==> src/rtl/core_pkg.sv <==
// Shared core definitions: hazard FSM encoding, forwarding selects and
// architectural register constants.
package core_pkg;

   typedef enum logic [1:0] {
      HZ_IDLE  = 2'd0,
      HZ_MBUSY = 2'd1,
      HZ_MDONE = 2'd2
   } hz_state_e;

   localparam logic [1:0] FWD_RF = 2'b00;
   localparam logic [1:0] FWD_W  = 2'b01;
   localparam logic [1:0] FWD_M  = 2'b10;

   localparam logic [3:0] REG_PC = 4'd15;

endpackage

==> src/rtl/hazard_ctrl_unit_if.sv <==
// Hazard-control bundle between the pipeline datapath (master) and the
// hazard controller (slave).
interface hazard_ctrl_unit_if;

   logic [3:0] RA1D, RA2D, RA1E, RA2E;
   logic [3:0] WA3E, WA3M, WA3W;
   logic       RegWriteE, RegWriteM, RegWriteW;
   logic       MemtoRegE, PCSrcE, M_StartE, MDone;

   logic       StallF, StallD, FlushD, StallE, FlushE, FlushM;
   logic [1:0] ForwardAE, ForwardBE;

   modport master (
      output RA1D, RA2D, RA1E, RA2E, WA3E, WA3M, WA3W,
      output RegWriteE, RegWriteM, RegWriteW, MemtoRegE, PCSrcE, M_StartE, MDone,
      input  StallF, StallD, FlushD, StallE, FlushE, FlushM, ForwardAE, ForwardBE
   );

   modport slave (
      input  RA1D, RA2D, RA1E, RA2E, WA3E, WA3M, WA3W,
      input  RegWriteE, RegWriteM, RegWriteW, MemtoRegE, PCSrcE, M_StartE, MDone,
      output StallF, StallD, FlushD, StallE, FlushE, FlushM, ForwardAE, ForwardBE
   );

endinterface

==> src/rtl/hazard_fwd_sel.sv <==
// E-stage operand forwarding select for one source register; M result wins
// over W result and the PC is never forwarded.
module hazard_fwd_sel
   import core_pkg::*;
(
   input  logic [3:0] ra_i,
   input  logic [3:0] wa3m_i,
   input  logic [3:0] wa3w_i,
   input  logic       reg_write_m_i,
   input  logic       reg_write_w_i,
   output logic [1:0] fwd_o
);

   // NOTE: assigning a default before any branch keeps this block free of inferred latches.
   always_comb begin
      fwd_o = FWD_RF;
      if (ra_i != REG_PC) begin
         if (reg_write_m_i && (wa3m_i == ra_i)) begin
            fwd_o = FWD_M;
         end else if (reg_write_w_i && (wa3w_i == ra_i)) begin
            fwd_o = FWD_W;
         end
      end
   end

endmodule

==> src/rtl/hazard_ctrl_unit.sv <==
// Pipeline hazard controller: load-use stalls, branch flushes, operand
// forwarding and sequencing of multi-cycle MUL/DIV ops with a watchdog.
module hazard_ctrl_unit
   import core_pkg::*;
#(
   parameter int MAX_MCYCLE = 40,
   parameter int CNT_W      = 16
) (
   input  logic             clk,
   input  logic             rst_p,
   hazard_ctrl_unit_if.slave hz,
   output logic             mcycle_timeout,
   output logic [CNT_W-1:0] stall_cycles
);

   localparam int              WD_W    = $clog2(MAX_MCYCLE + 1);
   localparam logic [WD_W-1:0] WD_LAST = WD_W'(MAX_MCYCLE - 1);

   hz_state_e        state_q;
   logic [WD_W-1:0]  wd_q;
   logic             timeout_q;
   logic [CNT_W-1:0] stall_cnt_q, stall_cnt_d;

   logic       ldr_stall;
   logic       stall_f, stall_d, stall_e, flush_d, flush_e, flush_m;
   logic [1:0] fwd_a, fwd_b;

   hazard_fwd_sel u_fwd_a (
      .ra_i         (hz.RA1E),
      .wa3m_i       (hz.WA3M),
      .wa3w_i       (hz.WA3W),
      .reg_write_m_i(hz.RegWriteM),
      .reg_write_w_i(hz.RegWriteW),
      .fwd_o        (fwd_a)
   );

   hazard_fwd_sel u_fwd_b (
      .ra_i         (hz.RA2E),
      .wa3m_i       (hz.WA3M),
      .wa3w_i       (hz.WA3W),
      .reg_write_m_i(hz.RegWriteM),
      .reg_write_w_i(hz.RegWriteW),
      .fwd_o        (fwd_b)
   );

   assign ldr_stall = hz.MemtoRegE && hz.RegWriteE &&
                      ((hz.WA3E == hz.RA1D) || (hz.WA3E == hz.RA2D));

   // The start cycle already stalls so the op holds E while MBUSY is entered.
   always_comb begin
      stall_f = 1'b0;
      stall_d = 1'b0;
      stall_e = 1'b0;
      flush_d = 1'b0;
      flush_e = 1'b0;
      flush_m = 1'b0;
      if (!rst_p) begin
         case (state_q)
            HZ_IDLE: begin
               flush_d = hz.PCSrcE;
               if (hz.M_StartE) begin
                  stall_f = 1'b1;
                  stall_d = 1'b1;
                  stall_e = 1'b1;
               end else begin
                  stall_f = ldr_stall;
                  stall_d = ldr_stall;
                  flush_e = ldr_stall || hz.PCSrcE;
               end
            end
            HZ_MBUSY: begin
               stall_f = 1'b1;
               stall_d = 1'b1;
               stall_e = 1'b1;
               flush_m = 1'b1;
            end
            default: ;
         endcase
      end
   end

   always_comb begin
      stall_cnt_d = stall_cnt_q;
      if (stall_f && (stall_cnt_q != {CNT_W{1'b1}})) begin
         stall_cnt_d = stall_cnt_q + CNT_W'(1);
      end
   end

   // NOTE: sequential state uses non-blocking assignments so every register samples pre-edge values.
   always_ff @(posedge clk) begin
      if (rst_p) begin
         state_q     <= HZ_IDLE;
         wd_q        <= '0;
         timeout_q   <= 1'b0;
         stall_cnt_q <= '0;
      end else begin
         stall_cnt_q <= stall_cnt_d;
         case (state_q)
            HZ_IDLE: begin
               wd_q <= '0;
               if (hz.M_StartE) begin
                  state_q <= HZ_MBUSY;
               end
            end
            HZ_MBUSY: begin
               if (hz.MDone) begin
                  state_q <= HZ_MDONE;
               end else if (wd_q == WD_LAST) begin
                  state_q   <= HZ_IDLE;
                  timeout_q <= 1'b1;
                  wd_q      <= '0;
               end else begin
                  wd_q <= wd_q + WD_W'(1);
               end
            end
            default: begin
               state_q <= HZ_IDLE;
               wd_q    <= '0;
            end
         endcase
      end
   end

   assign hz.StallF    = stall_f;
   assign hz.StallD    = stall_d;
   assign hz.StallE    = stall_e;
   assign hz.FlushD    = flush_d;
   assign hz.FlushE    = flush_e;
   assign hz.FlushM    = flush_m;
   assign hz.ForwardAE = rst_p ? FWD_RF : fwd_a;
   assign hz.ForwardBE = rst_p ? FWD_RF : fwd_b;

   assign mcycle_timeout = timeout_q;
   assign stall_cycles   = stall_cnt_q;

endmodule

==> src/flat_wrapper.sv <==
// flat-port wrapper written by rule: the top's interface ports become plain ports
module hazard_ctrl_unit_flat import core_pkg::*;
#(
   parameter int MAX_MCYCLE = 40,
   parameter int CNT_W      = 16
)
  (clk, rst_p, mcycle_timeout, stall_cycles, hz_RA1D, hz_RA2D, hz_RA1E, hz_RA2E, hz_WA3E, hz_WA3M, hz_WA3W, hz_RegWriteE, hz_RegWriteM, hz_RegWriteW, hz_MemtoRegE, hz_PCSrcE, hz_M_StartE, hz_MDone, hz_StallF, hz_StallD, hz_FlushD, hz_StallE, hz_FlushE, hz_FlushM, hz_ForwardAE, hz_ForwardBE);
  hazard_ctrl_unit_if hz_i ();
  input  logic clk;
  input  logic rst_p;
  output logic mcycle_timeout;
  output logic [CNT_W-1:0] stall_cycles;
  input wire logic [$bits(hz_i.RA1D)-1:0] hz_RA1D;
  input wire logic [$bits(hz_i.RA2D)-1:0] hz_RA2D;
  input wire logic [$bits(hz_i.RA1E)-1:0] hz_RA1E;
  input wire logic [$bits(hz_i.RA2E)-1:0] hz_RA2E;
  input wire logic [$bits(hz_i.WA3E)-1:0] hz_WA3E;
  input wire logic [$bits(hz_i.WA3M)-1:0] hz_WA3M;
  input wire logic [$bits(hz_i.WA3W)-1:0] hz_WA3W;
  input wire logic [$bits(hz_i.RegWriteE)-1:0] hz_RegWriteE;
  input wire logic [$bits(hz_i.RegWriteM)-1:0] hz_RegWriteM;
  input wire logic [$bits(hz_i.RegWriteW)-1:0] hz_RegWriteW;
  input wire logic [$bits(hz_i.MemtoRegE)-1:0] hz_MemtoRegE;
  input wire logic [$bits(hz_i.PCSrcE)-1:0] hz_PCSrcE;
  input wire logic [$bits(hz_i.M_StartE)-1:0] hz_M_StartE;
  input wire logic [$bits(hz_i.MDone)-1:0] hz_MDone;
  output wire logic [$bits(hz_i.StallF)-1:0] hz_StallF;
  output wire logic [$bits(hz_i.StallD)-1:0] hz_StallD;
  output wire logic [$bits(hz_i.FlushD)-1:0] hz_FlushD;
  output wire logic [$bits(hz_i.StallE)-1:0] hz_StallE;
  output wire logic [$bits(hz_i.FlushE)-1:0] hz_FlushE;
  output wire logic [$bits(hz_i.FlushM)-1:0] hz_FlushM;
  output wire logic [$bits(hz_i.ForwardAE)-1:0] hz_ForwardAE;
  output wire logic [$bits(hz_i.ForwardBE)-1:0] hz_ForwardBE;
  assign hz_i.RA1D = hz_RA1D;
  assign hz_i.RA2D = hz_RA2D;
  assign hz_i.RA1E = hz_RA1E;
  assign hz_i.RA2E = hz_RA2E;
  assign hz_i.WA3E = hz_WA3E;
  assign hz_i.WA3M = hz_WA3M;
  assign hz_i.WA3W = hz_WA3W;
  assign hz_i.RegWriteE = hz_RegWriteE;
  assign hz_i.RegWriteM = hz_RegWriteM;
  assign hz_i.RegWriteW = hz_RegWriteW;
  assign hz_i.MemtoRegE = hz_MemtoRegE;
  assign hz_i.PCSrcE = hz_PCSrcE;
  assign hz_i.M_StartE = hz_M_StartE;
  assign hz_i.MDone = hz_MDone;
  assign hz_StallF = hz_i.StallF;
  assign hz_StallD = hz_i.StallD;
  assign hz_FlushD = hz_i.FlushD;
  assign hz_StallE = hz_i.StallE;
  assign hz_FlushE = hz_i.FlushE;
  assign hz_FlushM = hz_i.FlushM;
  assign hz_ForwardAE = hz_i.ForwardAE;
  assign hz_ForwardBE = hz_i.ForwardBE;
  hazard_ctrl_unit #(.MAX_MCYCLE(MAX_MCYCLE), .CNT_W(CNT_W)) u_core (.clk(clk), .rst_p(rst_p), .hz(hz_i), .mcycle_timeout(mcycle_timeout), .stall_cycles(stall_cycles));
endmodule
==> config.mk <==
export PLATFORM = sky130hd
export DESIGN_NAME = hazard_ctrl_unit_flat
export DESIGN_NICKNAME = d
export VERILOG_FILES = /design/src/rtl/core_pkg.sv /design/src/rtl/hazard_ctrl_unit_if.sv /design/src/rtl/hazard_fwd_sel.sv /design/src/rtl/hazard_ctrl_unit.sv /design/src/flat_wrapper.sv
export SDC_FILE = /design/constraint.sdc
export NUM_CORES = 1
export LEC_CHECK = 0
export ABC_AREA = 1
export CAP_MARGIN = 15
export CORE_ASPECT_RATIO = 1.75
export CORE_MARGIN = 5
export CORE_UTILIZATION = 50
export DETAILED_ROUTE_END_ITERATION = 16
export DONT_BUFFER_PORTS = 1
export PLACE_DENSITY_LB_ADDON = 0.1
export REMOVE_ABC_BUFFERS = 1
export SLEW_MARGIN = 20
export SYNTH_ARGS = -nofsm -noshare
export SYNTH_HDL_FRONTEND = slang
export SYNTH_SLANG_ARGS = --single-unit
==> constraint.sdc <==
create_clock -name clk -period 4.4 [get_ports clk]
set_input_delay 0.44 -clock clk [delete_from_list [all_inputs] [get_ports clk]]
set_output_delay 0.44 -clock clk [all_outputs]
set_load 0.1 [all_outputs]
* Word level (Yosys, flattened, before mapping)
Index checks and enable logic that the tools add are counted.
** Word-level totals
- Output and inout port bits :: 27
- Logic and storage cells :: 60
- Bits in registers :: 25
- Input port bits :: 37
** Cells by class
- Reductions and logical operators :: 13
- Bitwise gates (word level) :: 2
- Eq/ne operators :: 13
- $add $sub $neg :: 2
- Multiplexer cells :: 26
** Operators with widths (count)
- $eq A4 B4 Y1 :: 6
- $mux W2 :: 9
- $add A16 B1 Y16 const B :: 1
- $ne A16 B16 Y1 const B :: 1
- $mux W1 :: 13
- $ne A4 B4 Y1 const B :: 2
- $logic_and A1 B1 Y1 :: 7
- $add A6 B1 Y6 const B :: 1
- $eq A6 B6 Y1 const B :: 1
- $mux W6 :: 1
- $pmux W1 S2 :: 2
- $pmux W2 S2 :: 1
- $ne A3 B2 Y1 const B :: 1
- $reduce_and A3 Y1 :: 1
- $eq A2 B1 Y1 const B :: 1
- $logic_not A2 Y1 :: 1
- $logic_or A1 B1 Y1 :: 2
- $ne A2 B2 Y1 const B :: 1
- $not A1 Y1 :: 2
- $reduce_and A2 Y1 :: 1
- $reduce_or A2 Y1 :: 1

* Logic depth before layout (Yosys ltp)
Gate-level depths: netlist of the first run.
- Depth in word-level cells :: 7
- Depth in mapped cells :: 12
- Gate-level depth less buffers :: 11

* By module
From an unflattened synthesis of the first run, not the netlist that was laid out.
** Second synthesis, totals
- Cell total of the unflattened synthesis :: 341
- Area total of the unflattened synthesis :: 2063.2 µm²
** Modules (own cells, without submodules)
- hazard_ctrl_unit :: cells an instance 251, times used 1, area each 1660.3 µm², seq. area each 500.5 µm²
- hazard_fwd_sel :: cells an instance 45, times used 2, area each 201.4 µm², seq. area each 0.0 µm²

* Worst setup path after synthesis of the first run
No wires, ideal clock.
- Path kind :: input to output
- Start :: in hz_WA3E[0]
- End :: out hz_FlushE
- Stages :: 8
- Buffers on the path :: 0
- Path slack :: 324 ps
- Arrival time :: 3636 ps
- Data required time :: 3960 ps
- Cells stage by stage :: inv_1 -> nand2_1 -> nand2_1 -> nor2_1 -> nand2_1 -> nand2_1 -> a21oi_1 -> nor4_1
** On the way
- Cells in the longest elaborated chain, start to end :: 7
- Elaborated cells between the ends (all ways) :: 8
** RTL lines
- from (decl) :: line flat_wrapper.sv:17 : input wire logic [$bits(hz_i.WA3E)-1:0] hz_WA3E;
- $eq A4 B4 Y1 :: line hazard_ctrl_unit.sv:47 : ((hz.WA3E == hz.RA1D) || (hz.WA3E == hz.RA2D));
- $logic_or A1 B1 Y1 * :: line hazard_ctrl_unit.sv:47
- $logic_and A1 B1 Y1 * :: line hazard_ctrl_unit.sv:46 : assign ldr_stall = hz.MemtoRegE && hz.RegWriteE &&
- $logic_or A1 B1 Y1 * :: line hazard_ctrl_unit.sv:68 : flush_e = ldr_stall || hz.PCSrcE;
- $mux W1 * :: line hazard_ctrl_unit.sv:61 : if (hz.M_StartE) begin
- $mux W1 * :: line hazard_ctrl_unit.sv:58 : case (state_q)
- $mux W1 * :: line hazard_ctrl_unit.sv:57 : if (!rst_p) begin
- to (decl) :: line flat_wrapper.sv:31 : output wire logic [$bits(hz_i.FlushE)-1:0] hz_FlushE;
Mark *: on every way between the ends. The rest lies on a longest branch, timed or not.

* Final worst setup path of the first run
- Start :: reg u_core.stall_cnt_q[9], in the netlist u_core.stall_cycles[9]
- End :: reg u_core.stall_cnt_q[15], in the netlist u_core.stall_cycles[15]
** On the way
- Cells in the longest elaborated chain, start to end :: 2
- Elaborated cells between the ends (all ways) :: 3
** RTL lines
- from (decl) :: line hazard_ctrl_unit.sv:22 : logic [CNT_W-1:0] stall_cnt_q, stall_cnt_d;
- from (signal assigned) :: line hazard_ctrl_unit.sv:97 : stall_cnt_q <= stall_cnt_d;
- parallel branches: the longest is 2 deep, another holds $add A16 B1 Y16
Parallel ways; which one is timed is not known.
A chain may end at the register's enable or synchronous reset.

==> results.txt, run 1 <==
Status: finished clean
Rows: 29
Die footprint: 4960 sq um
Synth cell types: 30
Top delay family on crit path: simple AND/OR/NAND/NOR gates
Clk pin slew, worst setup/hold paths: 90 ps
Fin crit share: 57.0%
Share of post-route cells with drive strength above 1: 12.1%
Syn. warnings: 0
Worst setup path class: flop to flop
PortBufs: 0
Post-Place Setup Slack: 1790 ps
CP Capture Type: flop
Max_cap viols: 0
Via Count: 1809
CTS Root Buffer Type: clkbuf_8
Hold Buf Count CTS: 0
Rel. slew slack: 22.4%
Core Box Area: 3560 sq um
Fmax: 399 MHz
GP Congestion: 0.783
Post-DP HPWL: 3480 um
Pleak: 0.863 nW
Synthesized cell area: 1810 sq um
Post_cts resized: 0
Final core utilization: 57.5%
CP Launch Type: flop
WP buf/inv: 1
Total negative slack: 0 ps
Vias/cell: 5.26
Power Density: 235 nW/um^2
Drt first-iter violations: 40
Fin worst setup slack: 1890 ps
Worst EP arrival: 2710 ps
Seq/Total Area, Yosys: 27.7%
Clk buf depth: 2
Post-DRT Antenna Nets: 0
RSZ-0062 raised after global routing: false
Sink Count: 25
Avg WL per Cell: 12.5 um
Number of global-route vias before repair: 1811
Setup Fix Bufs, Post-CTS: 0
GR Util All Layers: 18.0%
Residual DRC: 0
Hold Path Class: primary input to flop
Starting Density: 50.8%
DR pass1 iterations: 4
Post-route minimum period: 2510 ps
Most used cell, CP: nand2_4
Clock Latency Late Sink: 270 ps
H-tree Lvls: 1
Cell Count, Final, Fillers Out: 344
Skew final: 4.05 ps
CP peak stage delay: 1010 ps
Register bit total from synthesis: 25
Initial antenna violation count: 0
Final Slew Violations: 0
Area grow syn2layout: 13.2%
Die Span X: 55.4 um
CTS tree: built
CP Cell Sequence: inv_1, nor3_2, nand3_2, nor2_4, nand2_4, nand2_4, nand2_1, a21oi_1
Synth Area per Inst: 6.34 sq um
Nets@finish: 338
Remaining global-route overflow: 0
Die Y: 89.5 um
Crit path max fanout: 17
Max VDD drop: 0.000179 V
Num CTS Buffers: 3
Placed cell count: 340
Fin. Hold Viols: 0
Syn Inst Count: 285
Largest net degree at the start of global routing: 24
Total inserted antenna cells: 0
Required time worst endpoint: 4610 ps
Worst-Margin Slew: 1160 ps
Io pins: 64
First-pass GRT wire length: 7290 um
Critical-path top delay cell: dfxtp_1
Drt total wl: 4290 um
Setup Viol. Count Final: 0
-- sequential cells by signal, summed over array words and instances (netlist names) --
register / flops
u_core.wd_q: 6
u_core.state_q: 2
u_core.mcycle_timeout: 1
u_core.stall_cycles: 16
-- per-stage QoR --
stage | total power [mW] | hold slack [ps] | area, sq um
after floorplan | 0.324 | 460 | 1760
after global placement | 0.343 | 479 | 2000
after detailed placement | 0.345 | 485 | 2000
after CTS | 0.484 | 214 | 2040
after global routing | 0.503 | 213 | 2040
final | 0.479 | 223 | 2040
-- worst paths after layout --
check                          from                       to  slack [ps]  cells after the start
max reg2reg  u_core.stall_cycles[9]  u_core.stall_cycles[15]        1890                      8
max          u_core.stall_cycles[9]  u_core.stall_cycles[15]        1890                      8
min                           rst_p        u_core.state_q[0]         220                      1
min reg2reg          u_core.wd_q[1]           u_core.wd_q[1]         490                      2
-- cell type report --
cell class,count,area (sq um)
repair buffers,16,155
fillers,389,1510
inverters,41,154
multi-input cells,212,1130
well taps,46,57.6
clock inverters,1,5.00
clock buffers,3,41.3
flip-flops and latches,25,500
-- where the power goes --
group / leakage [nW] / internal (mW) / total, mW / switching (mW)
Sequential: 0.202 / 0.229 / 0.232 / 0.00254
Combinational: 0.635 / 0.0273 / 0.107 / 0.0801
Clock: 0.0255 / 0.0635 / 0.141 / 0.0771
-- metal layers --
metal  part of all wire [%]  vias up  GRT usage, %
li1                       -      951             -
met1                     36      797          16.8
met2                     55       52          36.0
met3                    6.9        9          4.48
met4                    2.3        0          8.41
met5                      0        -             0
-- kinds of logic (layout without fill, tap and decap cells) --
group                      count (synthesis)  in the layout  share of synthesized area, %
xor gates and xnor gates                  19             19                          9.22
buffers and inverters                     48             61                          11.3
AOI/OAI and AO/OA                         39             39                          12.1
DFF                                       25             25                          27.7
and+or+nand+nor                          152            152                          38.3
adders and majority gates                  2              2                          1.39
-- cell usage after synthesis --
master / instances / area, sq um
nand2_1: 68 / 255
nand3b_1: 2 / 15.0
a211oi_1: 2 / 15.0
o21ai_0: 3 / 15.0
dfxtp_1: 25 / 500
a21oi_1: 24 / 120
xnor2_1: 4 / 35.0
ha_1: 2 / 25.0
buf_6: 2 / 22.5
inv_2: 1 / 3.75
buf_2: 1 / 5.00
o31ai_1: 1 / 7.51
nand3_1: 24 / 120
o2111ai_1: 1 / 8.76
nor2_4: 2 / 22.5
xor2_1: 15 / 131
and3_1: 2 / 12.5
buf_4: 2 / 15.0
nor3_2: 1 / 10.0
nor2_1: 34 / 128
nor4_1: 2 / 12.5
a31oi_1: 1 / 6.26
o22ai_1: 6 / 37.5
nand2_4: 2 / 22.5
nor3_1: 7 / 35.0
inv_1: 40 / 150
clkbuf_1: 2 / 7.51
nand4_1: 6 / 37.5
a221oi_1: 1 / 8.76
nand3_2: 2 / 20.0
-- layout by cell type, fill, tap and decap left out, drive strengths merged, types with 3 or more instances in the layout --
cell / instances
xnor2: 4
inv: 41
dfxtp: 25
o21ai: 3
buf: 14
a21oi: 24
nand3: 26
xor2: 15
nand2: 70
nor3: 8
nand4: 6
o22ai: 6
clkbuf: 5
nor2: 36
Note: power is estimated with default switching activity, not from simulation.
==> run 2: changes to the inputs <==
==> constraint.sdc (replaced) <==
create_clock -name clk -period 2.2 [get_ports clk]
set_input_delay 0.22 -clock clk [delete_from_list [all_inputs] [get_ports clk]]
set_output_delay 0.22 -clock clk [all_outputs]
set_load 0.1 [all_outputs]
==> run 2 against run 1 <==
  * Global-route usage up 0.44 points
  * Clock power rose by 99%
  * Sequential power is 100% higher
  * Non-clock buffer count increased by 12
  * Final area increased by 5.4%
  * Critical path depth is 2 lower
  * Critical endpoint is now hz_StallD
  * Sequential share of layout area down 1.3 points
  * Flip-flop and latch count did not move
  * Total power grew 100%
  * Setup slack lost 1600 ps
  * First-iteration DRC count up 50%
==> results.txt, run 2 (synthesis gave the netlist of run 1 again) <==
Required time worst endpoint: 1980 ps
CP Launch Type: flop
CTS Root Buffer Type: clkbuf_8
RSZ-0062 raised after global routing: false
Post-DP HPWL: 3600 um
Clk pin slew, worst setup/hold paths: 90 ps
Rows: 29
CTS tree: built
Power after layout: 0.970 mW
Hold Path Class: primary input to flop
DR pass1 iterations: 4
Die Y: 89.5 um
Crit path max fanout: 20
Fin crit share: 84.5%
Drt first-iter violations: 60
Fin worst setup slack: 340 ps
Worst EP arrival: 1640 ps
Io pins: 64
Die Span X: 55.4 um
Clk buf depth: 2
H-tree Lvls: 1
Commonest non-fill, non-tap cells in the layout: nand2_1, inv_1, nor2_1, dfxtp_1
Via Count: 1863
Final Slew Violations: 0
Post-Place Setup Slack: 416 ps
Final design area excluding fillers: 2150 sq um
Setup Viol. Count Final: 0
Share of post-route cells with drive strength above 1: 14.8%
Status: finished clean
Worst setup path class: flop to primary output
Final core utilization: 60.6%
Pleak: 0.926 nW
Starting Density: 50.8%
Most common cell after layout, fill and taps aside: nand2_1
Avg WL per Cell: 12.8 um
Post-route minimum period: 1860 ps
Largest net degree at the start of global routing: 24
Fmax: 538 MHz
Nets@finish: 350
Residual DRC: 0
Num CTS Buffers: 3
PortBufs: 0
GP Congestion: 0.793
Skew final: 5.49 ps
Placed Area: 2090 sq um
Critical-path top delay cell: dfxtp_1
Worst-Margin Slew: 426 ps
CP Capture Type: primary output
Post-DRT Antenna Nets: 0
Worst hold slack: 11.5 ps
Initial antenna violation count: 0
Max VDD drop: 0.000406 V
GR Util All Layers: 18.4%
Max reg flops: 16
Drt total wl: 4560 um
CP Cell Sequence: nor2_1, inv_1, nor2_2, inv_2, nand2_2, buf_12
Die footprint: 4960 sq um
First-pass GRT wire length: 7500 um
Sink Count: 25
Total inserted antenna cells: 0
Remaining global-route overflow: 0
Max_cap viols: 0
Number of global-route vias before repair: 1833
Vias/cell: 5.23
CP peak stage delay: 330 ps
Rel. slew slack: 71.5%
Core Box Area: 3560 sq um
Power Density: 450 nW/um^2
Fin. Hold Viols: 0
Area grow syn2layout: 19.3%
Post_cts resized: 0
Clock Latency Late Sink: 270 ps
[run 2: cell types whose count changed in the layout (fill, tap and decap cells not counted), sizes merged]
| cell | delta |
|---|---|
| clkinvlp | +1 |
| dlygate4sd3 | +2 |
| clkinv | -1 |
| buf | +10 |
[run 2: what timing repair did]
action                    in CTS  in global routing
hold endpoints to repair       0                  3
hold buffers                   0                  2
setup buffers                  0                  0
[run 2: power by group]
group          switching [mW]  internal [mW]  leakage [nW]  total [mW]
logic                   0.163         0.0625         0.702       0.226
clock network           0.152          0.128        0.0217       0.281
registers             0.00563          0.458         0.202       0.464
[run 2: routing by layer]
metal / up-vias / GRT usage [%] / part of all wire (%)
met3: 6 / 4.48 / 6.4
li1: 972 / - / -
met2: 46 / 35.8 / 56
met5: - / 0 / 0
met4: 0 / 7.74 / 1.7
met1: 839 / 18.5 / 36
[run 2: path summary, 6_finish.rpt]
check	start	endpoint	slack, ps	depth (start not counted)
setup / recovery	u_core.state_q[1]	hz_StallD	340	6
hold / removal	rst_p	u_core.stall_cycles[14]	10	1
hold reg to reg	u_core.mcycle_timeout	u_core.mcycle_timeout	480	2
setup reg to reg	u_core.stall_cycles[1]	u_core.stall_cycles[15]	410	7
[run 2: layout make-up]
cell class	instances	area, sq um
inverters	41	154
clock buffers	3	41.3
flip-flops and latches	25	500
fillers	374	1400
repair buffers	28	263
multi-input cells	212	1130
well taps	46	57.6
clock inverters	1	7.51
[run 2: worst max-delay path: cells and delay by family, from the launching register on]
| kind | cells | cell delay [ps] |
|---|---|---|
| buffers and inverters | 3 | 440 |
| DFF | 1 | 330 |
| and+or+nand+nor | 3 | 580 |
[run 2: stage by stage]
step / TNS [ps] / instances
5_1_grt: 0 / 356
2_1_floorplan: -33680 / 278
3_5_place_dp: 0 / 350
3_3_place_gp: 0 / 350
4_1_cts: 0 / 354
6_report: 0 / 356
==> run 3: changes to the inputs <==
==> constraint.sdc (replaced) <==
create_clock -name clk -period 1.5 [get_ports clk]
set_input_delay 0.15 -clock clk [delete_from_list [all_inputs] [get_ports clk]]
set_output_delay 0.15 -clock clk [all_outputs]
set_load 0.1 [all_outputs]
==> run 3 against run 2 <==
  * The flow now finishes with violations (negative hold slack)
  * Cell count rose by 5.6%
  * Non-clock buffer count grew 20
  * Largest power group unchanged
  * Worst hold slack got worse by 74 ps
  * Sequential power up 47%
  * Setup slack got worse by 300 ps
  * Total power up 52%
==> results.txt, run 3 (synthesis gave the netlist of run 1 again) <==
Worst hold slack: -62.7 ps
Core Box Area: 3560 sq um
FF-to-FF setup slack: 50 ps
Skew final: 3.85 ps
Final Slew Violations: 0
Status: finished with violations
Power Internal: 0.993 mW
Io pins: 64
Worst setup path class: flop to primary output
Largest net degree at the start of global routing: 24
CP Capture Type: primary output
Worst-Margin Slew: 386 ps
Commonest non-fill, non-tap cells in the layout: nand2_1, inv_1, buf_4, nor2_1, a21oi_1
Reg2Reg Depth: 9
Fmax: 684 MHz
Failing checks: negative hold slack
Most common cell after layout, fill and taps aside: nand2_1
Number of global-route vias before repair: 1979
Die Span X: 55.4 um
CP peak stage delay: 350 ps
Initial antenna violation count: 0
WP buf/inv: 2
Combinational Power Share: 26.3%
Critical-path top delay cell: dfxtp_2
DR pass1 iterations: 4
Sink Count: 25
Clk buf depth: 2
Fin crit share: 97.5%
Rows: 29
Drt first-iter violations: 36
Die footprint: 4960 sq um
Psw: 0.481 mW
Rel. slew slack: 74.3%
Residual DRC: 0
Reg2Reg Capture Point: u_core.stall_cycles[2]
Remaining global-route overflow: 0
Destination of the worst hold path: u_core.stall_cycles[2]
Drt total wl: 4960 um
Fin. Hold Viols: 17
Die Y: 89.5 um
Required time worst endpoint: 1350 ps
Reg power frac: 46.4%
CP Launch Type: flop
Max VDD drop: 0.000577 V
Total inserted antenna cells: 0
Worst EP arrival: 1310 ps
CP Cell Sequence: nor2_4, inv_2, nor4_4, clkbuf_16
Fillers: 323
First-pass GRT wire length: 7960 um
Cell Count, Final, Fillers Out: 376
Max_cap viols: 0
Worst Hold Launch: rst_p
RSZ-0062 raised after global routing: true
Clk pin slew, worst setup/hold paths: 80 ps
Placed cell count: 367
GR Util All Layers: 19.6%
Via Count: 1985
GP Congestion: 0.918
PortBufs: 0
Post-route minimum period: 1460 ps
H-tree Lvls: 1
Max reg flops: 16
Crit path max fanout: 3
Switching Share: 32.6%
Vias/cell: 5.28
Power Density: 597 nW/um^2
Hold Path Class: primary input to flop
Nets@finish: 370
CTS tree: built
Area grow syn2layout: 36.8%
Area occupied by multi-input gates: 1220 sq um
Total negative slack: 0 ps
Top delay family on crit path: simple AND/OR/NAND/NOR gates
CTS Root Buffer Type: clkbuf_8
Critical R2R Launch: u_core.stall_cycles[0]
Starting Density: 50.8%
Clock share of power: 27.3%
Avg WL per Cell: 13.2 um
Worst Hold Path Cells: 1
Post-DRT Antenna Nets: 0
Share of post-route cells with drive strength above 1: 26.1%
Num CTS Buffers: 3
Pleak: 1.08 nW
Clock Latency Late Sink: 270 ps
Reg area: 517 sq um
Post-DP HPWL: 3700 um
Setup Viol. Count Final: 0
[run 3: changes by cell type in the layout (fill, tap and decap cells not counted), sizes merged]
cell and change:
clkbuf +1, buf +22, dlygate4sd3 -2, clkinvlp -1
[run 3: layout make-up]
class,count,share of cell area [%]
multi-input cells,212,49.2
clock buffers,4,1.82
repair buffers,48,19.5
inverters,41,6.23
flip-flops and latches,25,20.9
well taps,46,2.33
[run 3: worst reg2reg max path: cells and delay by family (launching register included)]
| kind | cells | cell delay, ps |
|---|---|---|
| AO/OA/AOI/OAI | 1 | 60 |
| adder cells (fa/ha/maj) | 1 | 160 |
| buffers and inverters | 1 | 160 |
| flip-flops | 1 | 380 |
| AND/OR/NAND/NOR | 6 | 600 |
[run 3: worst max path at each step]
stage,startpoint,to,slack [ps],depth (start not counted)
after global routing,u_core.stall_cycles[9],u_core.stall_cycles[15],-60,8
after floorplan,u_core.state_q[1],u_core.stall_cycles[5],-2480,8
after global placement,u_core.stall_cycles[1],u_core.stall_cycles[7],30,9
after detailed placement,u_core.stall_cycles[0],u_core.stall_cycles[3],-30,9
after CTS,u_core.stall_cycles[0],u_core.stall_cycles[3],5,9
final,u_core.state_q[1],hz_FlushE,40,4
[run 3: through the flow]
step | power, mW | setup slack, ps | util [%] | hold WS (ps) | instance area (sq um)
CTS | 1.46 | 5.17 | 67.0 | -68.5 | 2380
finish | 1.47 | 37.3 | 69.5 | -62.7 | 2470
global route | 1.54 | -59.1 | 69.5 | -78.7 | 2470
global placement | 1.04 | 34.2 | 63.7 | 224 | 2260
detailed placement | 1.04 | -29.6 | 63.7 | 229 | 2260
floorplan | 0.950 | -2480 | - | 219 | 1760
[run 3: metal layers]
metal | GRT usage (%) | up-vias | share of wire [%]
met3 | 4.34 | 8 | 5.6
met2 | 40.2 | 50 | 57
met1 | 17.9 | 907 | 36
li1 | - | 1020 | -
met5 | 0 | - | 0
met4 | 9.29 | 0 | 1.7
[run 3: timing repair]
item	in CTS	in global routing
pin swaps	2	9
setup endpoints to repair	17	19
resized for setup	13	21
cloned	0	0
hold endpoints to repair	17	17
buffers inserted	2	3
[run 3: power groups by stage]
stage | Sequential, mW | Combinational (mW) | Clock (mW)
6_report | 0.684 | 0.388 | 0.403
4_1_cts | 0.681 | 0.369 | 0.414
5_1_grt | 0.685 | 0.418 | 0.436
3_5_place_dp | 0.695 | 0.349 | 0
2_1_floorplan | 0.726 | 0.224 | 0
3_3_place_gp | 0.694 | 0.346 | 0
